==> config.mk <==
export PLATFORM = sky130hd
export DESIGN_NAME = mac_result_combiner_acc_flat
export DESIGN_NICKNAME = d
export VERILOG_FILES = /design/src/rtl/mac_result_combiner_acc_if.sv /design/src/rtl/mac_result_combiner_acc.sv /design/src/flat_wrapper.sv
export SDC_FILE = /design/constraint.sdc
export NUM_CORES = 1
export LEC_CHECK = 0
export ABC_CLOCK_PERIOD_IN_PS = 3800
export BUFFER_PORTS_ARGS = -buffer_cell sky130_fd_sc_hd__buf_2
export CAP_MARGIN = 5
export CORE_MARGIN = 10
export CORE_UTILIZATION = 55
export CTS_CLUSTER_SIZE = 25
export DETAILED_ROUTE_END_ITERATION = 10
export GPL_TIMING_DRIVEN = 1
export PLACE_DENSITY_LB_ADDON = 0.2
export SYNTH_ARGS = -nofsm -noshare
export SYNTH_HDL_FRONTEND = slang
export SYNTH_SLANG_ARGS = --single-unit
==> constraint.sdc <==
create_clock -name clk -period 3.8 [get_ports clk]
set_input_delay 0.38 -clock clk [delete_from_list [all_inputs] [get_ports clk]]
set_output_delay 0.38 -clock clk [all_outputs]
set_load 0.005 [all_outputs]
==> src/rtl/mac_result_combiner_acc_if.sv <==
// Handshake/data bundle between the multiplier, the result combiner and the
// accumulated-result consumer.
//   master : upstream/downstream side (drives beats and out_ready)
//   slave  : the combiner (drives in_ready, out_valid, acc_out, out_mode)
// Signals:
//   in_valid/in_ready      input beat handshake
//   result_0/result_1      even/odd slice partial sums from the multiplier
//   result_SIMD_carry      per-lane bit 16 of the SIMD lane sums
//   mode                   0 = 16x16, 1 = sum-of-8x8 SIMD
//   a_sign/b_sign          operand signedness
//   cfg_len                beats per accumulation group (0 acts as 1)
//   out_valid/out_ready    result handshake
//   acc_out/out_mode       accumulated result and the mode it was built in
interface mac_result_combiner_acc_if #(
    parameter int ACC_W = 48,
    parameter int LEN_W = 5
);
    logic             in_valid;
    logic             in_ready;
    logic [31:0]      result_0;
    logic [31:0]      result_1;
    logic [1:0]       result_SIMD_carry;
    logic             mode;
    logic             a_sign;
    logic             b_sign;
    logic [LEN_W-1:0] cfg_len;
    logic             out_valid;
    logic             out_ready;
    logic [ACC_W-1:0] acc_out;
    logic             out_mode;

    modport master (
        output in_valid, result_0, result_1, result_SIMD_carry,
               mode, a_sign, b_sign, cfg_len, out_ready,
        input  in_ready, out_valid, acc_out, out_mode
    );

    modport slave (
        input  in_valid, result_0, result_1, result_SIMD_carry,
               mode, a_sign, b_sign, cfg_len, out_ready,
        output in_ready, out_valid, acc_out, out_mode
    );
endinterface

==> src/rtl/mac_result_combiner_acc.sv <==
// Resolves the split partial sums of the precision-configurable multiplier
// into final products (one 32-bit product, or two 17-bit SIMD lane sums) and
// accumulates a configurable number of them per group.
// Ports:
//   clk    clock
//   reset  synchronous, active-high reset
//   bus    mac_result_combiner_acc_if slave (beat in, accumulated result out)
// Pipeline: stage 1 registers the combined product, stage 2 is the
// accumulator. out_valid rises two cycles after the last beat is accepted.
module mac_result_combiner_acc #(
    parameter int ACC_W  = 48,
    parameter int LANE_W = 24,
    parameter int LEN_W  = 5
) (
    input  logic                      clk,
    input  logic                      reset,
    mac_result_combiner_acc_if.slave  bus
);

    typedef enum logic [1:0] {IDLE, ACCUM, FLUSH, OUT} state_t;

    state_t             state_q, state_d;
    logic [LEN_W-1:0]   cnt_q, cnt_d;
    logic [LEN_W-1:0]   len_q, len_d;
    logic               mode_q, mode_d;
    logic               sgn_q, sgn_d;
    logic               s1_vld_q, s1_vld_d;
    logic               s1_first_q, s1_first_d;
    logic               s1_last_q, s1_last_d;
    logic [ACC_W-1:0]   s1_val_q, s1_val_d;
    logic [ACC_W-1:0]   acc_q, acc_d;
    logic               out_valid_q, out_valid_d;

    logic               in_ready;
    logic               accept;
    logic               first;
    logic               cur_mode;
    logic               cur_sgn;
    logic               last;
    logic [LEN_W-1:0]   len_in;
    logic [LEN_W-1:0]   cnt_inc;
    logic [31:0]        p_full;
    logic [15:0]        sum0, sum1;
    logic [16:0]        s0, s1;
    logic [ACC_W-1:0]   comb_val;
    logic [ACC_W-1:0]   lane_sum;

    assign in_ready = (state_q == IDLE) || (state_q == ACCUM);
    assign accept   = bus.in_valid && in_ready;
    assign first    = (state_q == IDLE);

    // Group configuration comes straight from the bus on the first beat and
    // from the latched copy afterwards.
    assign cur_mode = first ? bus.mode : mode_q;
    assign cur_sgn  = first ? (bus.a_sign | bus.b_sign) : sgn_q;
    assign len_in   = (bus.cfg_len == '0) ? LEN_W'(1) : bus.cfg_len;
    assign cnt_inc  = cnt_q + LEN_W'(1);
    assign last     = first ? (len_in == LEN_W'(1)) : (cnt_inc == len_q);

    // Combine partial sums. Lane sums take bit 16 from the multiplier's
    // carry outputs since result_0/1 only hold the low 16 bits per lane.
    always_comb begin
        p_full   = bus.result_0 + bus.result_1;
        sum0     = bus.result_0[15:0]  + bus.result_1[15:0];
        sum1     = bus.result_0[31:16] + bus.result_1[31:16];
        s0       = {bus.result_SIMD_carry[0], sum0};
        s1       = {bus.result_SIMD_carry[1], sum1};
        comb_val = '0;
        if (cur_mode) begin
            comb_val[2*LANE_W-1:0] = {{(LANE_W-17){s1[16] & cur_sgn}}, s1,
                                      {(LANE_W-17){s0[16] & cur_sgn}}, s0};
        end else begin
            comb_val = {{(ACC_W-32){p_full[31] & cur_sgn}}, p_full};
        end
    end

    // Per-lane add keeps the lane carry from crossing into the upper lane.
    always_comb begin
        lane_sum = '0;
        lane_sum[LANE_W-1:0]        = acc_q[LANE_W-1:0] + s1_val_q[LANE_W-1:0];
        lane_sum[2*LANE_W-1:LANE_W] = acc_q[2*LANE_W-1:LANE_W]
                                    + s1_val_q[2*LANE_W-1:LANE_W];
    end

    always_comb begin
        state_d     = state_q;
        cnt_d       = cnt_q;
        len_d       = len_q;
        mode_d      = mode_q;
        sgn_d       = sgn_q;
        out_valid_d = out_valid_q;
        acc_d       = acc_q;
        s1_vld_d    = accept;
        s1_first_d  = accept && first;
        s1_last_d   = accept && last;
        s1_val_d    = accept ? comb_val : s1_val_q;

        if (s1_vld_q) begin
            if (s1_first_q)  acc_d = s1_val_q;
            else if (mode_q) acc_d = lane_sum;
            else             acc_d = acc_q + s1_val_q;
        end

        case (state_q)
            IDLE: begin
                if (accept) begin
                    cnt_d   = LEN_W'(1);
                    len_d   = len_in;
                    mode_d  = bus.mode;
                    sgn_d   = bus.a_sign | bus.b_sign;
                    state_d = last ? FLUSH : ACCUM;
                end
            end
            ACCUM: begin
                if (accept) begin
                    cnt_d = cnt_inc;
                    if (last) state_d = FLUSH;
                end
            end
            FLUSH: begin
                // Final beat is entering the accumulator this edge.
                if (s1_vld_q && s1_last_q) begin
                    out_valid_d = 1'b1;
                    state_d     = OUT;
                end
            end
            OUT: begin
                if (bus.out_ready) begin
                    out_valid_d = 1'b0;
                    acc_d       = '0;
                    cnt_d       = '0;
                    state_d     = IDLE;
                end
            end
            default: state_d = IDLE;
        endcase
    end

    always_ff @(posedge clk) begin
        if (reset) begin
            state_q     <= IDLE;
            cnt_q       <= '0;
            len_q       <= '0;
            mode_q      <= 1'b0;
            sgn_q       <= 1'b0;
            s1_vld_q    <= 1'b0;
            s1_first_q  <= 1'b0;
            s1_last_q   <= 1'b0;
            s1_val_q    <= '0;
            acc_q       <= '0;
            out_valid_q <= 1'b0;
        end else begin
            state_q     <= state_d;
            cnt_q       <= cnt_d;
            len_q       <= len_d;
            mode_q      <= mode_d;
            sgn_q       <= sgn_d;
            s1_vld_q    <= s1_vld_d;
            s1_first_q  <= s1_first_d;
            s1_last_q   <= s1_last_d;
            s1_val_q    <= s1_val_d;
            acc_q       <= acc_d;
            out_valid_q <= out_valid_d;
        end
    end

    assign bus.in_ready  = in_ready;
    assign bus.out_valid = out_valid_q;
    assign bus.acc_out   = acc_q;
    assign bus.out_mode  = mode_q;

endmodule
==> src/flat_wrapper.sv <==
// flat-port wrapper written by rule: the top's interface ports become plain ports
module mac_result_combiner_acc_flat 
#(
    parameter int ACC_W  = 48,
    parameter int LANE_W = 24,
    parameter int LEN_W  = 5
)
  (clk, reset, bus_in_valid, bus_result_0, bus_result_1, bus_result_SIMD_carry, bus_mode, bus_a_sign, bus_b_sign, bus_cfg_len, bus_out_ready, bus_in_ready, bus_out_valid, bus_acc_out, bus_out_mode);
  mac_result_combiner_acc_if #(.ACC_W(ACC_W), .LEN_W(LEN_W)) bus_i ();
  input  logic clk;
  input  logic reset;
  input wire logic [$bits(bus_i.in_valid)-1:0] bus_in_valid;
  input wire logic [$bits(bus_i.result_0)-1:0] bus_result_0;
  input wire logic [$bits(bus_i.result_1)-1:0] bus_result_1;
  input wire logic [$bits(bus_i.result_SIMD_carry)-1:0] bus_result_SIMD_carry;
  input wire logic [$bits(bus_i.mode)-1:0] bus_mode;
  input wire logic [$bits(bus_i.a_sign)-1:0] bus_a_sign;
  input wire logic [$bits(bus_i.b_sign)-1:0] bus_b_sign;
  input wire logic [$bits(bus_i.cfg_len)-1:0] bus_cfg_len;
  input wire logic [$bits(bus_i.out_ready)-1:0] bus_out_ready;
  output wire logic [$bits(bus_i.in_ready)-1:0] bus_in_ready;
  output wire logic [$bits(bus_i.out_valid)-1:0] bus_out_valid;
  output wire logic [$bits(bus_i.acc_out)-1:0] bus_acc_out;
  output wire logic [$bits(bus_i.out_mode)-1:0] bus_out_mode;
  assign bus_i.in_valid = bus_in_valid;
  assign bus_i.result_0 = bus_result_0;
  assign bus_i.result_1 = bus_result_1;
  assign bus_i.result_SIMD_carry = bus_result_SIMD_carry;
  assign bus_i.mode = bus_mode;
  assign bus_i.a_sign = bus_a_sign;
  assign bus_i.b_sign = bus_b_sign;
  assign bus_i.cfg_len = bus_cfg_len;
  assign bus_i.out_ready = bus_out_ready;
  assign bus_in_ready = bus_i.in_ready;
  assign bus_out_valid = bus_i.out_valid;
  assign bus_acc_out = bus_i.acc_out;
  assign bus_out_mode = bus_i.out_mode;
  mac_result_combiner_acc #(.ACC_W(ACC_W), .LANE_W(LANE_W), .LEN_W(LEN_W)) u_core (.clk(clk), .reset(reset), .bus(bus_i));
endmodule
Yosys cells after proc, flatten, opt, wreduce, memory -nomap -nowiden
Index checks and enable logic that the tools add are counted.
{"block": "op_classes", "mux": 24, "bitwise": 4, "n_reduce_logical": 13, "n_eq_ne": 10, "addsub": 7}
{"cell": "$mux W48", "count": 6}
{"cell": "$add A24 B24 Y24", "count": 2}
{"cell": "$add A48 B48 Y48", "count": 1}
{"cell": "$add A16 B16 Y16", "count": 2}
{"cell": "$add A32 B32 Y32", "count": 1}
{"cell": "$mux W5", "count": 4}
{"cell": "$pmux W5 S3", "count": 1}
{"cell": "$mux W2", "count": 6}
{"cell": "$ne A2 B1 Y1 const B", "count": 4}
{"cell": "$pmux W2 S4", "count": 1}
{"cell": "$add A5 B1 Y5 const B", "count": 1}
{"cell": "$eq A5 B1 Y1 const B", "count": 1}
{"cell": "$eq A5 B5 Y1", "count": 1}
{"cell": "$logic_not A5 Y1", "count": 1}
{"cell": "$mux W1", "count": 5}
{"cell": "$reduce_and A5 Y1", "count": 1}
{"cell": "$eq A2 B2 Y1 const B", "count": 2}
{"cell": "$logic_and A1 B1 Y1", "count": 4}
{"cell": "$reduce_and A4 Y1", "count": 1}
{"cell": "$and A1 B1 Y1", "count": 3}
{"cell": "$reduce_and A3 Y1", "count": 1}
{"cell": "$reduce_bool A3 Y1", "count": 1}
{"cell": "$eq A2 B1 Y1 const B", "count": 1}
{"cell": "$logic_not A2 Y1", "count": 1}
{"cell": "6 further kinds", "count": 6}
{"block": "totals", "inputBits": 78, "output_inout_bits": 51, "elab_cells": 69, "regBits": 114}

Logic depth before layout (Yosys ltp)
{"block": "logic_depth", "word_depth": 7, "ltp_mapped": 13, "depth_no_buf": 13}

Least setup slack after synthesis
Ideal clock, no wire load.
{"block": "synth_path", "path_type": "input port to flip-flop", "start": "in bus_result_1[0]", "end": "reg u_core.s1_val_q[24]", "cell_stages": 13, "setup_ns": 0.128, "arrival_ns": 2.593, "t_required_ns": 3.672, "n_path_buf": 0, "setup_slack_ns": 1.079, "cell_sequence": "ha_1 inv_1 fa_1 nor2b_1 o21ai_0 a21boi_0 o31ai_1 a211oi_1 nor3_1 o31ai_1 xor2_1 a221oi_1 nor2_1"}
{"block": "synth_between", "elab_chain_cells": 2}
{"item": "start, declared", "line": "flat_wrapper.sv:14", "rtl": "input wire logic [$bits(bus_i.result_1)-1:0] bus_result_1;"}
{"item": "$add A32 B32 Y32", "line": "mac_result_combiner_acc.sv:63", "rtl": "p_full = bus.result_0 + bus.result_1;"}
{"item": "$mux W48", "line": "mac_result_combiner_acc.sv:69", "rtl": "if (cur_mode) begin"}
{"item": "end signal, assigned", "line": "mac_result_combiner_acc.sv:161", "rtl": "s1_val_q <= s1_val_d;"}
{"item": "end, declared", "line": "mac_result_combiner_acc.sv:30", "rtl": "logic [ACC_W-1:0] s1_val_q, s1_val_d;"}
No other way between the ends.
A chain may end at the register's enable or synchronous reset.

Worst setup path after layout
{"block": "layout_path", "start": "reg u_core.acc_q[33], in the netlist u_core.bus.acc_out[33]", "end": "reg u_core.acc_q[46], in the netlist u_core.bus.acc_out[46]"}
{"block": "layout_between", "elab_chain_cells": 6, "word_cells_on_any_way": 7, "cone_classes": "add/sub (2); mux (5)"}
{"item": "start, declared", "line": "mac_result_combiner_acc.sv:31", "rtl": "logic [ACC_W-1:0] acc_q, acc_d;"}
{"item": "start signal, assigned", "line": "mac_result_combiner_acc.sv:150", "rtl": "acc_q <= '0;"}
{"item": "start signal, assigned", "line": "mac_result_combiner_acc.sv:162", "rtl": "acc_q <= acc_d;"}
{"item": "$add A48 B48 Y48 / $add A24 B24 Y24 (equally long branches)", "line": "mac_result_combiner_acc.sv:101, mac_result_combiner_acc.sv:82"}
{"item": "$mux W48 *", "line": "mac_result_combiner_acc.sv:100", "rtl": "else if (mode_q) acc_d = lane_sum;"}
{"item": "$mux W48 *", "line": "mac_result_combiner_acc.sv:99", "rtl": "if (s1_first_q) acc_d = s1_val_q;"}
{"item": "$mux W48 *", "line": "mac_result_combiner_acc.sv:98", "rtl": "if (s1_vld_q) begin"}
{"item": "$mux W48", "line": "mac_result_combiner_acc.sv:128", "rtl": "if (bus.out_ready) begin"}
{"item": "$mux W48 *", "line": "mac_result_combiner_acc.sv:104", "rtl": "case (state_q)"}
Every way passes the cells marked *; elsewhere a longest branch is shown, timed or not.

==> out/qor.txt <==
CORE AREA = 16520 sq um
Delay-heaviest family, CP = compound AO/OA/AOI/OAI gates
Synth area leaders = dfxtp_1 23%, ha_1 11%, a21oi_1 7.7%
Switching share of power = 0.4441
Htree depth = 3
Yosys warning count = 0
Dpl hpwl = 20550 um
Clock Sinks = 108
Die area = 22320 sq um
CP max stage delay = 0.39 ns
Ys flop type = dfxtp_1
Cts bufs inserted = 9
Vias in the first global route = 8742
Asr flop ratio synth = 0
Min-Delay Path Class = input pin to flip-flop
Leading cell type in the layout, fill and taps excluded = a21oi_1
Grt met3 use = 0.04217
Fin area = 10250 sq um
Crit path cell chain = ha_1 -> a21oi_1 -> o21ai_1 -> a21o_1 -> a211oi_2 -> o32ai_1 -> a311oi_2 -> o211ai_4 -> a2111oi_4 -> or3_1 -> nand3_1
Setup violators final = 0
Layout cells sized above 1 = 0.1447
Bufs and invs on worst path = 0
DRC = 0
Die Ht = 149.4 um
Nets = 1473
Post-synth cell types = 72
GRT Overall Usage = 0.2314
F_max = 322.0 MHz
Storage element area = 2165 sq um
ANT nets after route = 0
CTS Buffer Depth = 2
Rel. slew slack = 0.4280
Filler cells = 1526
Comb pwr share = 0.498
Port bufs = 128
IO Count = 129
Max IR drop VDD = 0.2712 mV
Clock group share of total power = 0.188
First-pass GRT wire length = 43130 um
Worst-path clk slew = 0.08 ns
Sequential share of the synthesized area = 0.2348
Clk Latency, worst-skew pair = 0.36 ns
Least-Margin Pin Slew = 0.8580 ns
Final hold vios = 0
Final wirelength = 26440 um
Power Internal = 0.002988 W
Layout area overhead = 11.33%
Final clock skew = 0.01011 ns
Total chip power = 0.005375 W
Most frequent cells in the layout = 142 x a21oi_1, 140 x nand2_1, 128 x buf_2, 110 x nor2_1, 106 x dfxtp_1
Unrepaired setup endpoints after global routing = false
Initial antenna violation count = 0
Post-CTS Hold Buffers = 0
Leading area contributor after synthesis = dfxtp_1
Number of cells produced by synthesis = 1227
Vias = 9251
Reg power frac = 0.314
Critical Path AT = 3.36 ns
CTS root buf = clkbuf_16
Syn_area_per_cell = 7.504 sq um
Area of the mapped netlist = 9208 sq um
N_diodes = 0
Pins over their slew limit = 0
DR WL/cell = 17.25 um
Number of vias per cell = 6.035
EDFF count, synth = 0
Startpoint types = flip-flop
CP max FO = 5
Max stage delay cell, worst path = ha_1
CP required = 4.05 ns
TNS Setup = 0 ns
Setup Crit Path Kind = flip-flop to flip-flop
Yosys top cell area share = 0.2348
Initial DRC Count = 735
Gr ovfl total = 0
CTS tree = done
Setup bufs post-CTS = 0
Busiest grt layer = met2
Sw Pwr = 0.002387 W
CTS-repair resized insts = 0
Met2 Use GR = 0.3594
Area occupied by multi-input gates = 6600 sq um
Routability cong. = 0.9671
Min cycle time layout = 3.105 ns
Mapped Nets = 1392
Met1 usage = 0.3200
PwrDens = 524.3 nW/um^2
Starting Density = 0.5572
Die Width = 149.4 um
LEAKAGE = 4.544 nW
Router iterations before antenna repair = 6
Status = completed
CP Capture Type = flip-flop
Synth Register Bits = 108
Largest net degree at the start of global routing = 70
Dpl cell area = 9936 sq um
# rows = 47
Max-cap violations = 0
Period utilization = 0.8171
layout make-up:
type	instances	area share
inverter	40	0.01465
tap	220	0.02685
clock inverter	6	0.007445
clock buffer	10	0.02331
sequential	108	0.2112
timing repair buffer	142	0.07274
multi-input combinational	1007	0.6438
power by group through the flow:
stage          Clock (W)  Sequential, W  Combinational, W
3_3_place_gp           0        0.00170           0.00260
5_1_grt          0.00106        0.00172           0.00298
6_report         0.00101        0.00169           0.00268
2_1_floorplan          0        0.00158           0.00204
3_5_place_dp           0        0.00170           0.00263
4_1_cts          0.00102        0.00168           0.00264
cell families (layout without fill, tap and decap cells):
family	Yosys count	count (layout)	synth area share
AO/OA/AOI/OAI	432	432	0.3087
XOR/XNOR	89	89	0.08466
adder cells (fa/ha/maj)	87	87	0.1215
buffers and inverters	112	198	0.04838
flip-flops	108	108	0.2348
multiplexers	8	8	0.009647
AND/OR/NAND/NOR	391	391	0.1923
synth_stat cells (15+ instances only):
cell,n
dfxtp_1,108
nor2_1,110
nor2b_1,15
clkbuf_1,56
inv_1,40
o211ai_1,18
nand4_1,16
o21ai_0,76
a211oi_1,27
xnor2_1,60
a21o_1,47
ha_1,83
o21bai_1,15
nor3_1,29
xor2_1,29
a21oi_1,142
nand2_1,140
nand3_1,31
per-stage QoR:
stage / std cells / utilization / setup slack, ns / hold WS [ns]
floorplan: 1227 / - / 1.079 / 0.4442
global placement: 1517 / 0.6013 / 0.7133 / 0.4553
detailed placement: 1517 / 0.6013 / 0.6057 / 0.4668
CTS: 1533 / 0.6204 / 0.7457 / 0.2505
global route: 1533 / 0.6204 / 0.5640 / 0.2655
finish: 1533 / 0.6204 / 0.6948 / 0.2605
per-layer routing:
metal  up-vias  wire [um]
li1       4619          -
met1      4241      12410
met2       352      11620
met3        39       1936
met4         0        475
met5         -          0
worst paths after layout:
check,endpoint,from,cells past startpoint,slack (ns)
max,u_core.bus.acc_out[46],u_core.bus.acc_out[33],11,0.69
max reg2reg,u_core.bus.acc_out[46],u_core.bus.acc_out[33],11,0.69
min reg2reg,u_core.cnt_q[4],u_core.cnt_q[4],2,0.47
min,u_core.len_q[2],bus_cfg_len[2],3,0.26
sequential cells by signal, summed over array words and instances (netlist names):
signal	cells
u_core.sgn_q	1
u_core.bus.out_mode	1
u_core.state_q	2
u_core.len_q	5
u_core.bus.acc_out	48
u_core.bus.out_valid	1
u_core.s1_vld_q	1
u_core.s1_last_q	1
u_core.cnt_q	5
u_core.s1_first_q	1
u_core.s1_val_q	42
worst reg2reg max path, delay by kind of cell (launching register included):
kind                       cells  cell delay [ns]
adders and majority gates      1             0.39
DFF                            1             0.35
AOI/OAI and AO/OA              8             2.04
and+or+nand+nor                2             0.22
(Power assumes the default switching activity.)
